===== src/rtl/pipe_pkg.sv =====
// Shared definitions for the generic pipeline-stage register: state encoding,
// the default NOP control word, per-stage widths and ID/EX field offsets.
package pipe_pkg;

  typedef enum logic [1:0] {
    ST_EMPTY = 2'd0,
    ST_ONE   = 2'd1,
    ST_FULL  = 2'd2
  } state_e;

  localparam int unsigned CTRL_NOP_DEFAULT = 0;

  localparam int unsigned IF_ID_CTRL_W  = 16;
  localparam int unsigned IF_ID_DATA_W  = 64;
  localparam int unsigned ID_EX_CTRL_W  = 16;
  localparam int unsigned ID_EX_DATA_W  = 160;
  localparam int unsigned EX_MEM_CTRL_W = 16;
  localparam int unsigned EX_MEM_DATA_W = 128;
  localparam int unsigned MEM_WB_CTRL_W = 16;
  localparam int unsigned MEM_WB_DATA_W = 96;

  // ID/EX data word layout, LSB first; 150 of the 160 bits are used.
  localparam int unsigned ID_EX_OPCODE_LSB  = 0;
  localparam int unsigned ID_EX_OPCODE_W    = 7;
  localparam int unsigned ID_EX_RS1_LSB     = 7;
  localparam int unsigned ID_EX_RS2_LSB     = 12;
  localparam int unsigned ID_EX_RD_LSB      = 17;
  localparam int unsigned ID_EX_REG_W       = 5;
  localparam int unsigned ID_EX_IMM_LSB     = 22;
  localparam int unsigned ID_EX_RS2_VAL_LSB = 54;
  localparam int unsigned ID_EX_RS1_VAL_LSB = 86;
  localparam int unsigned ID_EX_PC_LSB      = 118;
  localparam int unsigned ID_EX_WORD_W      = 32;

endpackage


===== src/rtl/pipe_entry.sv =====
// Single valid+ctrl+data register slot. Reset zeroes data and loads the NOP
// control; clear drops the word (ctrl back to NOP) but leaves data untouched.
module pipe_entry
  import pipe_pkg::*;
#(
  parameter int unsigned CTRL_W = 16,
  parameter int unsigned DATA_W = 160,
  parameter logic [CTRL_W-1:0] CTRL_NOP = CTRL_W'(CTRL_NOP_DEFAULT)
) (
  input  logic              clk,
  input  logic              rst,
  input  logic              clear,
  input  logic              load,
  input  logic [CTRL_W-1:0] load_ctrl,
  input  logic [DATA_W-1:0] load_data,
  output logic              valid,
  output logic [CTRL_W-1:0] ctrl,
  output logic [DATA_W-1:0] data
);

  always_ff @(posedge clk) begin
    if (rst) begin
      valid <= 1'b0;
      ctrl  <= CTRL_NOP;
      data  <= '0;
    end else if (clear) begin
      valid <= 1'b0;
      ctrl  <= CTRL_NOP;
    end else if (load) begin
      valid <= 1'b1;
      ctrl  <= load_ctrl;
      data  <= load_data;
    end
  end

endmodule


===== src/rtl/pipe_stage_skid.sv =====
// Generic pipeline-stage register with a two-entry skid buffer, flush and a
// saturating stall counter; in_ready is a flop output, so no comb ready path.
module pipe_stage_skid
  import pipe_pkg::*;
#(
  parameter int unsigned CTRL_W = ID_EX_CTRL_W,
  parameter int unsigned DATA_W = ID_EX_DATA_W,
  parameter logic [CTRL_W-1:0] CTRL_NOP = CTRL_W'(CTRL_NOP_DEFAULT),
  parameter int unsigned CNT_W = 16
) (
  input  logic              clk,
  input  logic              rst,
  input  logic              flush,
  input  logic              in_valid,
  output logic              in_ready,
  input  logic [CTRL_W-1:0] in_ctrl,
  input  logic [DATA_W-1:0] in_data,
  output logic              out_valid,
  input  logic              out_ready,
  output logic [CTRL_W-1:0] out_ctrl,
  output logic [DATA_W-1:0] out_data,
  output logic [1:0]        occupancy,
  output logic [CNT_W-1:0]  stall_cnt,
  input  logic              stall_clr
);

  logic              main_valid, skid_valid;
  logic [CTRL_W-1:0] main_ctrl, skid_ctrl;
  logic [DATA_W-1:0] main_data, skid_data;

  logic              main_load, main_clr, main_from_skid;
  logic              skid_load, skid_clr;
  logic [CTRL_W-1:0] main_load_ctrl;
  logic [DATA_W-1:0] main_load_data;
  logic              accept, consume;
  state_e            state;

  // The two valid bits are the state register.
  always_comb begin
    if (skid_valid)      state = ST_FULL;
    else if (main_valid) state = ST_ONE;
    else                 state = ST_EMPTY;
  end

  assign in_ready = !skid_valid;
  assign accept   = in_valid & in_ready;
  assign consume  = main_valid & out_ready;

  always_comb begin
    main_load      = 1'b0;
    main_clr       = 1'b0;
    main_from_skid = 1'b0;
    skid_load      = 1'b0;
    skid_clr       = 1'b0;
    if (flush) begin
      main_clr = 1'b1;
      skid_clr = 1'b1;
    end else begin
      unique case (state)
        ST_EMPTY: main_load = accept;
        ST_ONE: begin
          if (accept) begin
            main_load = consume;
            skid_load = !consume;
          end else begin
            main_clr = consume;
          end
        end
        ST_FULL: begin
          main_load      = consume;
          main_from_skid = consume;
          skid_clr       = consume;
        end
        default: begin
          main_clr = 1'b1;
          skid_clr = 1'b1;
        end
      endcase
    end
  end

  assign main_load_ctrl = main_from_skid ? skid_ctrl : in_ctrl;
  assign main_load_data = main_from_skid ? skid_data : in_data;

  pipe_entry #(.CTRL_W(CTRL_W), .DATA_W(DATA_W), .CTRL_NOP(CTRL_NOP)) u_main (
    .clk       (clk),
    .rst       (rst),
    .clear     (main_clr),
    .load      (main_load),
    .load_ctrl (main_load_ctrl),
    .load_data (main_load_data),
    .valid     (main_valid),
    .ctrl      (main_ctrl),
    .data      (main_data)
  );

  pipe_entry #(.CTRL_W(CTRL_W), .DATA_W(DATA_W), .CTRL_NOP(CTRL_NOP)) u_skid (
    .clk       (clk),
    .rst       (rst),
    .clear     (skid_clr),
    .load      (skid_load),
    .load_ctrl (in_ctrl),
    .load_data (in_data),
    .valid     (skid_valid),
    .ctrl      (skid_ctrl),
    .data      (skid_data)
  );

  assign out_valid = main_valid;
  assign out_ctrl  = main_valid ? main_ctrl : CTRL_NOP;
  assign out_data  = main_data;
  assign occupancy = state;

  always_ff @(posedge clk) begin
    if (rst || stall_clr) begin
      stall_cnt <= '0;
    end else if (main_valid && !out_ready && (stall_cnt != {CNT_W{1'b1}})) begin
      stall_cnt <= stall_cnt + CNT_W'(1);
    end
  end

endmodule


===== config.mk =====
export PLATFORM = sky130hd
export DESIGN_NAME = pipe_stage_skid
export DESIGN_NICKNAME = d
export VERILOG_FILES = /design/src/rtl/pipe_pkg.sv /design/src/rtl/pipe_entry.sv /design/src/rtl/pipe_stage_skid.sv
export SDC_FILE = /design/constraint.sdc
export NUM_CORES = 1
export LEC_CHECK = 0
export CORE_MARGIN = 2
export CORE_UTILIZATION = 51
export CTS_CLUSTER_SIZE = 28
export DETAILED_ROUTE_END_ITERATION = 7
export DONT_BUFFER_PORTS = 1
export PLACE_DENSITY = 0.68
export SLEW_MARGIN = 30
export SYNTH_ARGS = -nofsm -noshare
export SYNTH_HDL_FRONTEND = slang
export SYNTH_SLANG_ARGS = --single-unit

===== constraint.sdc =====
create_clock -name clk -period 1.7 [get_ports clk]
set_input_delay 0.255 -clock clk [delete_from_list [all_inputs] [get_ports clk]]
set_output_delay 0.255 -clock clk [all_outputs]
set_load 0.05 [all_outputs]

==> results.md <==
- Gr usage total: between 20% and 30%
- Count leader, synth: dfxtp_1
- Core Area: 0.02870 mm2
- Worst skew pair latency: around 0.51 ns
- Leak Pwr: 0.007909 uW
- Ranking of synthesized cells by area: dfxtp_1, mux2i_1, nand2_1, a211oi_1, a21oi_1
- F_max: roughly 580 MHz
- Final Hold Vio Count: 94
- Vias/cell: about 5.6
- Share of power burned in registers: 48.2%
- Die X: ~170 um
- Final Hold Slack: -0.1859 ns
- Primary FF master, synth: dfxtp_1
- Worst Path Arrival: ~2.1 ns
- Port bufs: 0
- Synthesized netlist cell count: 1,697
- TNS Setup: -0.04611 ns
- Yosys cell types: slightly above 40
- Row count: 62
- Routed Antenna Nets: 0
- Max Cap Violations: 0
- Max VDD drop: 0.9702 mV
- Io pins: roughly 380
- Crit path kind: flip-flop to flip-flop
- Final net count: around 2,000
- Combinational share of power: 8.7%
- Post-synth net total: 1,880
- Status: complete, but fails checks
- Failing checks: negative hold slack, negative setup slack
- Fin area: 0.01899 mm2
- M1 GR Usage: 28.70%
- Startpoint types: flip-flop
- Gr ovfl total: 0
- Most frequent cells after synthesis: dfxtp_1, nand2_1, a21oi_1
- Bufs on Longest Clock Path: 3
- NetSw: a little over 5000 uW
- Largest net degree at the start of global routing: around 330
- Switching share of total power: about a quarter
- Leading area contributor after synthesis: dfxtp_1
- Hold WC Path Type: primary input to flip-flop
- PD cells: between 1000 and 1500 mW/mm2
- Clock Power Share: a little over two fifths
- Clk sinks: between 300 and 400
- Via count of the first global-routing pass: 12,280
- WL per Instance: about 18 um
- Die area: 0.03055 mm2
- Met3 usage: 6.919%
- Filler cells: about 2,200
- Post-synth EDFFs: 0
- Max-slew violation count: 0
- Routability cong.: about 0.8
- Clk_skew: roughly 0.0090 ns
- DP HPWL: 24.99 mm
- Post-Syn Area per Cell: a little under 9 um2
- CTS H-tree lvls: 2
- Antenna violations before repair: 2
- PnR Total Power: 20,210 uW
- Slew @ Worst Pin: between 0.9 and 1 ns
- Req. time, crit path: 2.06 ns
- Pint: about 15,000 uW
- Fin crit period: around 1.7 ns
- Root buffer cell: clkbuf_16
- Synth Register Bits: 370
- # DRC: 0
- Global-route wire length before repair: between 60 and 70 mm
- CTS tree: built
- Setup violators final: 5
- Synth top area share: approximately half
- Share of layout cells above drive strength 1: about 15%
- Global route hottest layer: met2
- Via count: 12,720
- Chip height: 174.8 um
- Final wirelength: between 40 and 50 mm
- 1st-iter DRT viols: between 800 and 900
- Unrepaired setup endpoints after global routing: yes
- Post-synthesis async set-or-reset flop share: 0%
- Mapped Area: 0.01487 mm2
- Dpl cells: 2,063
- Final worst-path cycle share: 101.3%
- Seq/Total Area, Yosys: between 40% and 50%
- Placed Area: 0.01593 mm2
- First-pass DRT Iterations: 5
- Synth Warn #: 0
- Worst-path clk slew: approximately 0.060 ns
- Final worst slack: -0.02146 ns
- TritonCTS buffer count: 40
- Area Overhead vs Synth: 27.69%
- Worst relative slew slack: between 30% and 40%
- Met2 usage in global routing: a little over two fifths
- Final cell count without fillers: roughly 2,300
- Initial core utilization: approximately 52%
- Setup crit end kind: flip-flop
- Crit path max fanout: 25
per-layer routing:
layer	up-vias	part of all wire (%)
met3	121	7.7
met2	450	49
met4	0	4.3
met5	-	0
li1	6206	-
met1	5940	39
layout by cell type, fill, tap and decap left out, types with 3 or more instances in the layout:
cell / n
a211oi_1: 143
a211oi_2: 35
a21oi_1: 184
and2_2: 8
and2_4: 8
and4_1: 4
buf_12: 17
buf_16: 3
buf_4: 109
buf_6: 10
bufinv_16: 4
clkbuf_1: 10
clkbuf_16: 45
clkbuf_8: 7
clkinv_2: 5
clkinvlp_4: 3
dfxtp_1: 352
dfxtp_2: 9
dfxtp_4: 9
dlygate4sd3_1: 125
inv_1: 5
mux2i_1: 174
mux2i_2: 4
nand2_1: 360
nand3_1: 11
nand4_1: 7
nor2_1: 183
o211ai_1: 3
o21ai_0: 3
o31ai_1: 4
or3_1: 4
or4_1: 4
power by group through the flow:
stage,Sequential (uW),Combinational [uW],Clock [uW]
final,9740,1750,8720
after global routing,9760,1870,9240
after CTS,9740,1570,8860
after detailed placement,9930,1320,0
after global placement,9920,1280,0
after floorplan,10200,758,0
timing repair:
action / CTS / global route
pin swaps: 2 / 35
hold endpoints to repair: 349 / 320
buffers inserted: 0 / 10
endpoints found under the setup margin: 21 / 171
gates cloned: 0 / 4
resized for setup: 28 / 57
hold buffers: 109 / 16
cells by family after synthesis:
| logic type | after synthesis | share of synthesized area, % |
|---|---|---|
| buffers and inverters | 154 | 4.988 |
| AND/OR/NAND/NOR | 610 | 16.79 |
| multiplexers | 179 | 12.05 |
| adder cells (fa/ha/maj) | 1 | 0.08410 |
| AO/OA/AOI/OAI | 383 | 16.29 |
| flip-flops | 370 | 49.80 |
path summary, 6_finish.rpt:
check	slack [ns]	to	start	cells past startpoint
setup / recovery	-0.02	u_main.data[99]	u_main.valid	6
hold / removal	-0.19	u_main.data[159]	rst	1
hold reg to reg	0.45	u_skid.data[158]	u_skid.data[158]	2
setup reg to reg	-0.02	u_main.data[99]	u_main.valid	6
critical path, stage by stage, from the launching register on:
cell and delay [ns]:
dfxtp_4 0.37, buf_4 0.14, nand4b_1 0.17, buf_4 0.24, buf_12 0.23, mux2i_2 0.29, a211oi_2 0.11
layout make-up:
cell class / count / area, um2 / share of cell area, %
clock buffers: 58 / 1160 / 6.107
flip-flops and latches: 370 / 7452 / 39.24
multi-input cells: 1173 / 6995 / 36.83
inverters: 7 / 33.78 / 0.1779
clock inverters: 11 / 161.4 / 0.8498
repair buffers: 268 / 2705 / 14.24
diodes: 2 / 5.005 / 0.02635
well taps: 384 / 480.5 / 2.530
per-stage QoR:
| stage | util (%) | worst slack (ns) |
|---|---|---|
| 2_1_floorplan | - | -0.01761 |
| 3_3_place_gp | 55.51 | 0.03379 |
| 3_5_place_dp | 55.51 | -0.004317 |
| 4_1_cts | 64.07 | -0.03137 |
| 5_1_grt | 66.17 | -0.09690 |
| 6_report | 66.17 | -0.02146 |
flip-flops by register name, summed over array words and instances, names as in the netlist:
signal	flops
u_skid.data	160
stall_cnt	16
u_skid.valid	1
u_main.data	160
u_main.ctrl	16
u_main.valid	1
u_skid.ctrl	16
Note: power is estimated with default switching activity, not from simulation.
